## src/rtl/trng_sample_ctrl.sv

```systemverilog
// ---------------------------------------------------------------------------
// trng_sample_ctrl : RS-latch entropy cell controller (warm-up, sampling,
// repetition-count health test, byte packing). Macro TRNG_VN_DEBIAS_EN.
// Revision: 1.0
// ---------------------------------------------------------------------------
`default_nettype none

module trng_sample_ctrl #(
  parameter int WARMUP_CYCLES = 16,
  parameter int SAMPLE_DIV    = 4,
  parameter int REP_LIMIT     = 8
) (
  input  logic       clk,
  input  logic       rst,
  input  logic       start,
  input  logic       clear,
  input  logic       ent_in,
  output logic       ent_en,
  output logic [7:0] data,
  output logic       valid,
  input  logic       ready,
  output logic       busy,
  output logic       health_fail
);

  localparam int c_warm_w = (WARMUP_CYCLES > 1) ? $clog2(WARMUP_CYCLES) : 1;
  localparam int c_div_w  = $clog2(SAMPLE_DIV);
  localparam logic [c_warm_w-1:0] c_warm_last = c_warm_w'(WARMUP_CYCLES - 1);
  localparam logic [c_warm_w-1:0] c_warm_one  = c_warm_w'(1);
  localparam logic [c_div_w-1:0]  c_div_last  = c_div_w'(SAMPLE_DIV - 1);
  localparam logic [c_div_w-1:0]  c_div_one   = c_div_w'(1);
  localparam logic [7:0]          c_rep_limit = 8'(REP_LIMIT);

  typedef enum logic [2:0] {
    IDLE   = 3'd0,
    WARMUP = 3'd1,
    SAMPLE = 3'd2,
    OUTPUT = 3'd3,
    FAIL   = 3'd4
  } state_t;

  state_t              state_q;
  logic                sync1_q;
  logic                sync2_q;
  logic [c_warm_w-1:0] warm_q;
  logic [c_div_w-1:0]  div_q;
  logic [7:0]          rep_q;
  logic                prev_q;
  logic [2:0]          bitcnt_q;
  logic [6:0]          shift_q;
  logic [7:0]          data_q;
  logic                valid_q;
  logic                ent_en_q;
  logic                busy_q;
  logic                hf_q;
`ifdef TRNG_VN_DEBIAS_EN
  logic                pair_q;
  logic                pair_have_q;
`endif

  logic       w_tick;
  logic       w_raw;
  logic [7:0] w_rep_next;
  logic       w_trip;
  logic       w_bit_valid;
  logic       w_bit;
  logic [7:0] w_shift_next;
  logic       w_byte_done;

  // ent_in is asynchronous to clk; only the second flop is ever consumed.
  always_ff @(posedge clk or posedge rst) begin
    if (rst) begin
      sync1_q <= 1'b0;
      sync2_q <= 1'b0;
    end else begin
      sync1_q <= ent_in;
      sync2_q <= sync1_q;
    end
  end

  assign w_tick     = (state_q == SAMPLE) && (div_q == c_div_last);
  assign w_raw      = sync2_q;
  // A zero count marks "no previous sample since entering SAMPLE".
  assign w_rep_next = ((rep_q != 8'd0) && (w_raw == prev_q)) ? rep_q + 8'd1 : 8'd1;
  assign w_trip     = w_tick && (w_rep_next == c_rep_limit);

`ifdef TRNG_VN_DEBIAS_EN
  assign w_bit_valid = w_tick && pair_have_q && (pair_q != w_raw);
  assign w_bit       = pair_q;
`else
  assign w_bit_valid = w_tick;
  assign w_bit       = w_raw;
`endif

  assign w_shift_next = {shift_q, w_bit};
  assign w_byte_done  = w_bit_valid && (bitcnt_q == 3'd7);

  always_ff @(posedge clk or posedge rst) begin
    if (rst) begin
      state_q     <= IDLE;
      warm_q      <= '0;
      div_q       <= '0;
      rep_q       <= 8'd0;
      prev_q      <= 1'b0;
      bitcnt_q    <= 3'd0;
      shift_q     <= 7'd0;
      data_q      <= 8'h00;
      valid_q     <= 1'b0;
      ent_en_q    <= 1'b0;
      busy_q      <= 1'b0;
      hf_q        <= 1'b0;
`ifdef TRNG_VN_DEBIAS_EN
      pair_q      <= 1'b0;
      pair_have_q <= 1'b0;
`endif
    end else begin
      case (state_q)
        IDLE: begin
          if (start) begin
            state_q  <= WARMUP;
            ent_en_q <= 1'b1;
            busy_q   <= 1'b1;
            warm_q   <= '0;
          end
        end
        WARMUP: begin
          if (!start) begin
            state_q  <= IDLE;
            ent_en_q <= 1'b0;
            busy_q   <= 1'b0;
          end else if (warm_q == c_warm_last) begin
            state_q     <= SAMPLE;
            div_q       <= '0;
            rep_q       <= 8'd0;
            bitcnt_q    <= 3'd0;
`ifdef TRNG_VN_DEBIAS_EN
            pair_have_q <= 1'b0;
`endif
          end else begin
            warm_q <= warm_q + c_warm_one;
          end
        end
        SAMPLE: begin
          if (!start) begin
            state_q     <= IDLE;
            ent_en_q    <= 1'b0;
            busy_q      <= 1'b0;
            bitcnt_q    <= 3'd0;
            div_q       <= '0;
`ifdef TRNG_VN_DEBIAS_EN
            pair_have_q <= 1'b0;
`endif
          end else begin
            div_q <= w_tick ? '0 : div_q + c_div_one;
            if (w_tick) begin
              rep_q  <= w_rep_next;
              prev_q <= w_raw;
`ifdef TRNG_VN_DEBIAS_EN
              if (!pair_have_q) begin
                pair_q      <= w_raw;
                pair_have_q <= 1'b1;
              end else begin
                pair_have_q <= 1'b0;
              end
`endif
            end
            // A health trip wins over a byte completing on the same tick.
            if (w_trip) begin
              state_q  <= FAIL;
              ent_en_q <= 1'b0;
              busy_q   <= 1'b0;
              hf_q     <= 1'b1;
              bitcnt_q <= 3'd0;
            end else if (w_bit_valid) begin
              shift_q  <= w_shift_next[6:0];
              bitcnt_q <= bitcnt_q + 3'd1;
              if (w_byte_done) begin
                data_q  <= w_shift_next;
                valid_q <= 1'b1;
                state_q <= OUTPUT;
              end
            end
          end
        end
        OUTPUT: begin
          div_q <= '0;
          if (valid_q && ready) begin
            valid_q <= 1'b0;
            if (start) begin
              state_q <= SAMPLE;
            end else begin
              state_q  <= IDLE;
              ent_en_q <= 1'b0;
              busy_q   <= 1'b0;
            end
          end
        end
        FAIL: begin
          if (clear) begin
            state_q <= IDLE;
            hf_q    <= 1'b0;
            rep_q   <= 8'd0;
          end
        end
        default: begin
          state_q  <= IDLE;
          valid_q  <= 1'b0;
          ent_en_q <= 1'b0;
          busy_q   <= 1'b0;
        end
      endcase
    end
  end

  assign ent_en      = ent_en_q;
  assign data        = data_q;
  assign valid       = valid_q;
  assign busy        = busy_q;
  assign health_fail = hf_q;

endmodule

`default_nettype wire

```

## config.mk

```make
export PLATFORM = sky130hd
export DESIGN_NAME = trng_sample_ctrl
export DESIGN_NICKNAME = d
export VERILOG_FILES = /design/src/rtl/trng_sample_ctrl.sv
export SDC_FILE = /design/constraint.sdc
export NUM_CORES = 1
export LEC_CHECK = 0
export BUFFER_PORTS_ARGS = -buffer_cell sky130_fd_sc_hd__buf_2
export CAP_MARGIN = 15
export CORE_MARGIN = 2
export CORE_UTILIZATION = 45
export CTS_BUF_LIST = sky130_fd_sc_hd__clkbuf_4 sky130_fd_sc_hd__clkbuf_8
export DETAILED_ROUTE_END_ITERATION = 16
export PLACE_DENSITY_LB_ADDON = 0.2
export SYNTH_ARGS = -nofsm -noshare
export SYNTH_HDL_FRONTEND = slang
export SYNTH_SLANG_ARGS = --single-unit
```

## constraint.sdc

```tcl
create_clock -name clk -period 2.2 [get_ports clk]
set_clock_uncertainty 0.15 [all_clocks]
set_input_delay 0.44 -clock clk [delete_from_list [all_inputs] [get_ports clk]]
set_output_delay 0.44 -clock clk [all_outputs]
set_load 0.02 [all_outputs]
```

After elaboration in Yosys (flattened, before gate mapping)
Index checks and enable logic that the tools add are counted.
{"block": "totals", "register_bits": 42, "in_bits": 6, "output_inout_bits": 12}
{"block": "op_classes", "n_addsub": 4, "eq_ne": 24, "n_mux": 52, "n_bitwise": 3, "reduce_logical": 24}
{"operator": "$mux 8", "count": 6}
{"operator": "$mux 3", "count": 14}
{"operator": "$pmux 8 s3", "count": 1}
{"operator": "$ne 2x2->1 const B", "count": 11}
{"operator": "$reduce_and 4->1", "count": 5}
{"operator": "$reduce_and 6->1", "count": 3}
{"operator": "$mux 1", "count": 15}
{"operator": "$pmux 3 s5", "count": 1}
{"operator": "$mux 4", "count": 3}
{"operator": "$mux 2", "count": 5}
{"operator": "$pmux 1 s5", "count": 2}
{"operator": "$add 8x1->8 const B", "count": 1}
{"operator": "$eq 8x4->1 const B", "count": 1}
{"operator": "$ne 4x4->1 const B", "count": 2}
{"operator": "$pmux 4 s2", "count": 1}
{"operator": "$reduce_bool 8->1", "count": 1}
{"operator": "$eq 3x2->1 const B", "count": 2}
{"operator": "$eq 3x3->1 const B", "count": 2}
{"operator": "$ne 3x3->1 const B", "count": 2}
{"operator": "$pmux 2 s3", "count": 1}
{"operator": "$pmux 3 s2", "count": 1}
{"operator": "$reduce_and 3->1", "count": 2}
{"operator": "$reduce_bool 2->1", "count": 3}
{"operator": "$reduce_bool 3->1", "count": 2}
{"operator": "other kinds (14)", "count": 20}

Depth between registers and ports, before layout
Gate-level depths: netlist of the first run.
{"block": "logic_depth", "depth_word": 8, "depth_mapped": 7}

Least setup slack after synthesis of the first run
OpenSTA, ideal clock, no wires.
{"block": "synth_timing", "path_type": "reg-to-reg", "start": "register rep_q[0]", "end": "register data_q[0] (netlist: data[0])", "setup_ps": 125, "t_arrival_ps": 1928, "required_time_ps": 1925, "setup_slack_ps": -3, "path_stages_with_launch": 8, "n_path_buf": 1, "path_cell_list": "dfrtp_1 ha_1 and3_1 xnor2_1 and3_1 buf_6 a31oi_4 mux2_2"}
{"block": "synth_between", "elab_chain_cells": 7}
{"element": "start: declaration", "line": "47", "text": "logic [7:0] rep_q;"}
{"element": "start signal: assignment", "line": "156", "text": "rep_q <= w_rep_next;"}
{"element": "parallel branches: the longest is 2 deep, another holds $add 8x1->8"}
{"element": "$mux 8 *", "line": "84", "text": "assign w_rep_next = ((rep_q != 8'd0) && (w_raw == prev_q)) ? rep_q + 8'd1 : 8'd1;"}
{"element": "$eq 8x4->1 *", "line": "85", "text": "assign w_trip = w_tick && (w_rep_next == c_rep_limit);"}
{"element": "$logic_and 1x1->1 *", "line": "85"}
{"element": "$not 1->1 (no source line) *"}
{"element": "$reduce_and 5->1 (no source line) *"}
{"element": "end signal: assignment", "line": "178", "text": "data_q <= w_shift_next;"}
{"element": "end: declaration", "line": "51", "text": "logic [7:0] data_q;"}
Mark *: on every way between the ends.
A chain may end at the register's enable or synchronous reset.

Worst setup path after layout of the first run
{"block": "layout_timing", "start": "register rep_q[0]", "end": "register data_q[4] (netlist: data[4])"}
Same word-level chain as after synthesis.

==> impl_metrics.toml, run 1 <==
[yosys]
synthArstFlopShare = 1.00
synth_sequential_area_ratio = 0.452
yosys.area.top_type_share = 0.452
yosys.cell_types.count = 53
synth.largest_area_cell = "sky130_fd_sc_hd__dfrtp_1"
synthesis.area_per_instance_um2 = 10.2
synth.ff_latch_count = 42
mappedNetlistNets = 240
synthCells = 228
synth_edf_count = 0
netlist_top_cells_area = "sky130_fd_sc_hd__dfrtp_1 45%, sky130_fd_sc_hd__mux2_2 4.8%, sky130_fd_sc_hd__ha_1 3.2%"
post_synth_instance_area_um2 = 2330
count_of_warnings_emitted_by_yosys = 0
synth-main-ff-cell = "sky130_fd_sc_hd__dfrtp_1"

[global_route]
groute.usage.overall = 0.184
first_global_vias = 1717
first_pass_grt_wire_length_um = 8040
grt_start_max_net_pins = 43
overflow = 0
grt_antenna_before_repair = 0

[detailed_routing]
route.layer.met1.wl_um = 2340
wl_met2_um = 2300
route.final.wire_length_um = 4830
num_vias = 1870
routedWlPerCell_um = 14.2
drt_pre_antenna_iters = 4
maxUsedRoutingLayer = "met4"
dr.first_iter.drc_count = 69
routed_via_density = 5.52
detail-route-antenna-nets = 0
detail_route.drc_violations = 0
met3WireLength_um = 128

[setup_path]
timing.critical_path.fanout_max = 10
worstPathRequired_ps = 2240
r2r-start = "rep_q[0]"
critPathLaunchType = "flop"
worst_path_max_delay_cell = "sky130_fd_sc_hd__dfrtp_1"
timing.critical_path.slowest_cell_delay_ps = 400
cp_cell_sequence = "ha_2, and3_1, xnor2_2, and3_4, a31oi_4, mux2_2"
ws_path_type = "flop to flop"
reg2reg_to = "data[4]"
family_with_the_most_delay_on_the_worst_path = "simple AND/OR/NAND/NOR gates"
critPathArrivalTime_ps = 2200
worst-path-buf-inv = 0
flop2flop_setup_slack_ps = 40
rr_worst_depth = 6
critical_path.endpoint_type = "flop"

[final_layout]
sequential_cell_area_um2 = 1050
antenna_cells = 0
final_standard_cell_utilization_of_the_core = 0.556
layout.cells.non_filler = 339
layout.cells.most_common = "sky130_fd_sc_hd__dfrtp_1"
multi_input_area_um2 = 1190
layout_common_cells = "42 x sky130_fd_sc_hd__dfrtp_1, 29 x sky130_fd_sc_hd__buf_4, 17 x sky130_fd_sc_hd__buf_2, 14 x sky130_fd_sc_hd__nand2_1"
finalInstanceArea_um2 = 2800
growth_of_design_area_from_synthesis_to_finish_pct = 20.5
drive_above_1_share = 0.309
nFillCells = 457
nNetsFinal = 280

[pwr]
power_density_nw_per_um2 = 570
vdd_drop_max_mv = 0.313
static_leak_nw = 1.28

[timing]
achievable-frequency_mhz = 463
min_period_ps = 2160
timing_hold_violations_final = 0
worst-slew-pin-transition_ps = 537
report.final.slew_viol_count = 0
rsz0062_at_grt = "true"
setup_viol = 0
period_share = 0.981
max-slew-margin-rel = 0.642

[clock_tree]
clkLatencyLatePin_ps = 300
numCtsBuffers = 5
postCtsHoldBufs = 0
clk_pin_slew_worst_paths_ps = 90
clkSinkCount = 42
ctsHtreeMaxLevel = 2
cts-root-to-sink-buffers = 2
clock_tree.root_cell = "sky130_fd_sc_hd__clkbuf_8"
tritoncts_clock_tree = "yes"

[floorplan]
start_util = 0.461
rows = 26
ios = 18
die_height_um = 75.9
die_w_um = 75.9
design.core.area_um2 = 5040
full_die_area_um2 = 5760

[outcome]
status = "finished, final reports clean"

[place]
total_cell_area_at_the_placement_stage_um2 = 2670
finalWeightedCongestion = 0.810
detailedPlacementHpwl_um = 3400
post_placement_cell_count = 331
port-buffer-count = 17

[min_path]
holdPathStages = 1
min_to = "sync1_q"
worst_hold_startpoint = "ent_in"
worst_hold_path_type = "input port to flop"

[run]
maxCapViolations = 0
-- where the power goes --
group	switching, mW	internal [mW]	total (mW)
clock	0.281	0.351	0.632
combinational	0.0862	0.0653	0.152
sequential	0.0235	0.792	0.816
total	0.391	1.21	1.60
-- registers in the layout, summed over array words and instances (netlist names), 2 cells and up --
| signal | count |
|---|---|
| bitcnt_q | 3 |
| data | 8 |
| div_q | 2 |
| rep_q | 8 |
| shift_q | 7 |
| state_q | 3 |
| warm_q | 4 |
-- routing by layer --
metal,track usage,vias to the layer above
li1,-,932
met1,0.249,912
met2,0.299,21
met3,0.0331,5
met4,0.0643,0
met5,0,-
-- how the worst max path moves through the flow --
stage	start	end	slack, ps	cells after the start
after floorplan	rep_q[1]	data[0]	10	7
after global placement	rep_q[0]	data[3]	50	6
after detailed placement	rep_q[0]	data[4]	6	6
after CTS	rep_q[0]	data[4]	20	6
after global routing	rep_q[0]	data[4]	-50	6
final	rep_q[0]	data[4]	40	6
-- cell type report --
class | count | area share
clock buffer | 6 | 0.0272
clock inverter | 2 | 0.0134
inverter | 10 | 0.0134
multi-input combinational | 162 | 0.425
sequential | 42 | 0.375
tap | 70 | 0.0312
timing repair buffer | 47 | 0.115
-- stage by stage --
step | worst slack (ps) | TNS (ps) | power (mW) | hold slack (ps)
6_report | 42.4 | 0 | 1.60 | 86.9
5_1_grt | -54.6 | -351 | 1.66 | 82.9
4_1_cts | 21.3 | 0 | 1.61 | 82.1
3_5_place_dp | 5.91 | 0 | 0.979 | 185
3_3_place_gp | 48.1 | 0 | 0.973 | 190
2_1_floorplan | 13.1 | 0 | 0.926 | 181
-- synth_stat cells (6+ instances only) --
| cell type | count |
|---|---|
| sky130_fd_sc_hd__ha_1 | 6 |
| sky130_fd_sc_hd__nand2_1 | 14 |
| sky130_fd_sc_hd__a32oi_1 | 6 |
| sky130_fd_sc_hd__o31ai_1 | 7 |
| sky130_fd_sc_hd__nor3_1 | 8 |
| sky130_fd_sc_hd__o21ai_0 | 8 |
| sky130_fd_sc_hd__inv_1 | 10 |
| sky130_fd_sc_hd__dfrtp_1 | 42 |
| sky130_fd_sc_hd__a21oi_1 | 8 |
| sky130_fd_sc_hd__nand3_1 | 11 |
| sky130_fd_sc_hd__a31oi_1 | 6 |
| sky130_fd_sc_hd__clkbuf_1 | 8 |
| sky130_fd_sc_hd__nor2_1 | 11 |
| sky130_fd_sc_hd__mux2_2 | 10 |
-- worst register-to-register path, stage by stage (launching register included) --
cell	delay (ps)
sky130_fd_sc_hd__dfrtp_1	400
sky130_fd_sc_hd__ha_2	210
sky130_fd_sc_hd__and3_1	220
sky130_fd_sc_hd__xnor2_2	150
sky130_fd_sc_hd__and3_4	190
sky130_fd_sc_hd__a31oi_4	340
sky130_fd_sc_hd__mux2_2	390
-- cells by family after synthesis --
family / after synthesis / synth area share
and+or+nand+nor: 75 / 0.188
AOI/OAI and AO/OA: 66 / 0.211
DFF: 42 / 0.452
buffers and inverters: 24 / 0.0463
muxes: 13 / 0.0629
adders and majority gates: 6 / 0.0323
xor gates and xnor gates: 2 / 0.00753
-- timing repair --
item	4_1_cts	5_1_grt
resized for setup	0	4
pin swaps	1	0
setup buffers	0	0
setup endpoints to repair	1	15
Note: power is estimated with default switching activity, not from simulation.
==> inputs of run 2 (changes only) <==
ABC_AREA = 1   (was unset)
==> impl_metrics.toml, run 2 <==
[setup_path]
critical_path.endpoint_type = "flop"
crit_top_cell = "sky130_fd_sc_hd__nand2_1"
ws_path_type = "flop to flop"
critPathLaunchType = "flop"
timing.critical_path.slowest_cell_delay_ps = 410
critPathArrivalTime_ps = 2130
worst_path_max_delay_cell = "sky130_fd_sc_hd__dfrtp_1"
worst-path-buf-inv = 2
cp_cell_sequence = "inv_2, ha_2, nand2_2, nor2_2, nor2_2, nand2_1, nand2_1, nor2_4, nand3_4, nand2_4, clkinv_8, nand2_8, nand2_1, nand2_1"
worstPathRequired_ps = 2290
timing.critical_path.fanout_max = 11
family_with_the_most_delay_on_the_worst_path = "simple AND/OR/NAND/NOR gates"

[global_route]
groute.usage.overall = 0.174
first_pass_grt_wire_length_um = 7450
first_global_vias = 1689
overflow = 0
grt_start_max_net_pins = 43
grt_antenna_before_repair = 0

[timing]
worst-slew-pin-transition_ps = 537
max-slew-margin-rel = 0.639
timing_hold_violations_final = 0
min_period_ps = 2040
finalHoldWorstSlack_ps = 104
period_share = 0.927
achievable-frequency_mhz = 490
setup_viol = 0
report.final.slew_viol_count = 0
post_route_setup_slack_ps = 160

[clock_tree]
clock_tree.root_cell = "sky130_fd_sc_hd__clkbuf_8"
clkSinkCount = 42
tritoncts_clock_tree = "yes"
clkLatencyLatePin_ps = 300
numCtsBuffers = 5
clk_pin_slew_worst_paths_ps = 90
cts-root-to-sink-buffers = 2
postCtsHoldBufs = 0
ctsHtreeMaxLevel = 2

[final_layout]
nFillCells = 442
antenna_cells = 0
layout_common_cells = "83 x sky130_fd_sc_hd__nand2_1, 42 x sky130_fd_sc_hd__dfrtp_1, 23 x sky130_fd_sc_hd__nand3_1, 22 x sky130_fd_sc_hd__inv_1, 20 x sky130_fd_sc_hd__nor2_1"
finalInstanceArea_um2 = 2590
nNetsFinal = 304
growth_of_design_area_from_synthesis_to_finish_pct = 15.2
layout.cells.most_common = "sky130_fd_sc_hd__nand2_1"
drive_above_1_share = 0.232
final_standard_cell_utilization_of_the_core = 0.542

[detailed_routing]
routedWlPerCell_um = 12.1
detail_route.drc_violations = 0
routed_via_density = 4.94
drt_pre_antenna_iters = 4
route.final.wire_length_um = 4370
detail-route-antenna-nets = 0
dr.first_iter.drc_count = 179
num_vias = 1778

[place]
finalWeightedCongestion = 0.891
detailedPlacementHpwl_um = 3140
place_worst_setup_slack_ps = 83.3
total_cell_area_at_the_placement_stage_um2 = 2410
port-buffer-count = 17

[yosys]
synth_sequential_area_ratio = 0.467
yosys.area.top_type_share = 0.467
yosys.cell_types.count = 37
synthArstFlopShare = 1.00
netlist_top_cells_area = "sky130_fd_sc_hd__dfrtp_1 47%, sky130_fd_sc_hd__nand2_1 14%, sky130_fd_sc_hd__nand3_1 5.3%"
synth.ff_latch_count = 42
synth-main-ff-cell = "sky130_fd_sc_hd__dfrtp_1"
synth_edf_count = 0
post_synth_instance_area_um2 = 2250
count_of_warnings_emitted_by_yosys = 0
synth.cells.most_frequent = "84 x sky130_fd_sc_hd__nand2_1, 42 x sky130_fd_sc_hd__dfrtp_1, 24 x sky130_fd_sc_hd__nand3_1, 23 x sky130_fd_sc_hd__inv_1, 21 x sky130_fd_sc_hd__nor2_1"
synthCells = 265
synth.largest_area_cell = "sky130_fd_sc_hd__dfrtp_1"
post-synth-top-count-cell = "sky130_fd_sc_hd__nand2_1"
synthesis.area_per_instance_um2 = 8.49
mappedNetlistNets = 277

[pwr]
power_density_nw_per_um2 = 933
vdd_drop_max_mv = 0.498
static_leak_nw = 1.34

[min_path]
worst_hold_path_type = "input port to flop"

[run]
maxCapViolations = 0

[floorplan]
ios = 18
start_util = 0.470
design.core.area_um2 = 4790
full_die_area_um2 = 5580
rows = 25
die_w_um = 74.7
die_height_um = 74.7

[outcome]
status = "finished, final reports clean"
==> run 2: worst paths after layout <==
| kind | start | to | slack, ps | cells after the start |
|---|---|---|---|---|
| worst max-delay path | rep_q[0] | shift_q[5] | 160 | 14 |
| max in group asynchronous | rst | ent_en | 1430 | 3 |
| worst min register to register | sync1_q | sync2_q | 200 | 0 |
| worst min-delay path | ent_in | sync1_q | 100 | 1 |
| min in group asynchronous | rst | rep_q[3] | 110 | 3 |
| worst max register to register | rep_q[0] | shift_q[5] | 160 | 14 |
==> run 2: layout make-up <==
type,instances,area (um^2),area share
multi-input combinational,194,1130,0.434
timing repair buffer,23,130,0.0502
tap,67,83.8,0.0323
sequential,42,1050,0.405
inverter,26,113,0.0434
clock inverter,3,21.3,0.00820
clock buffer,5,68.8,0.0265
==> run 2: report_power, final <==
part / internal, mW / switching [mW] / leakage, nW
sequential: 0.902 / 0.113 / 0.568
clock: 0.223 / 0.284 / 0.0441
combinational: 0.310 / 0.587 / 0.724
total: 1.43 / 0.985 / 1.34
==> run 2: metal layers <==
layer / track usage / part of all wire
met5: 0 / 0
met4: 0.0655 / 0.017
met3: 0.0415 / 0.041
met2: 0.265 / 0.44
met1: 0.244 / 0.50
==> run 2: timing repair <==
action | 4_1_cts | 5_1_grt
setup buffers | 0 | 2
resized for setup | 0 | 16
setup endpoints to repair | 0 | 16
==> run 2: metrics by stage <==
step | cells | total power [mW] | setup TNS (ps)
final | 360 | 2.42 | 0
after global routing | 360 | 2.60 | -28.3
after detailed placement | 350 | 1.87 | 0
after CTS | 358 | 2.39 | 0
after floorplan | 265 | 1.67 | 0
after global placement | 350 | 1.86 | 0
==> run 2: worst reg2reg max path: stages, from the launching register on <==
cell and delay (ps):
sky130_fd_sc_hd__dfrtp_1 410, sky130_fd_sc_hd__inv_2 100, sky130_fd_sc_hd__ha_2 170, sky130_fd_sc_hd__nand2_2 80
sky130_fd_sc_hd__nor2_2 130, sky130_fd_sc_hd__nor2_2 70, sky130_fd_sc_hd__nand2_1 90, sky130_fd_sc_hd__nand2_1 90
sky130_fd_sc_hd__nor2_4 150, sky130_fd_sc_hd__nand3_4 110, sky130_fd_sc_hd__nand2_4 130, sky130_fd_sc_hd__clkinv_8 110
sky130_fd_sc_hd__nand2_8 90, sky130_fd_sc_hd__nand2_1 50, sky130_fd_sc_hd__nand2_1 50
==> run 2: logic make-up after synthesis <==
family | synth area share
simple gates | 0.349
flops | 0.467
buf+inv | 0.0617
compound gates | 0.0695
fa+ha+maj | 0.0334
xor+xnor | 0.0195
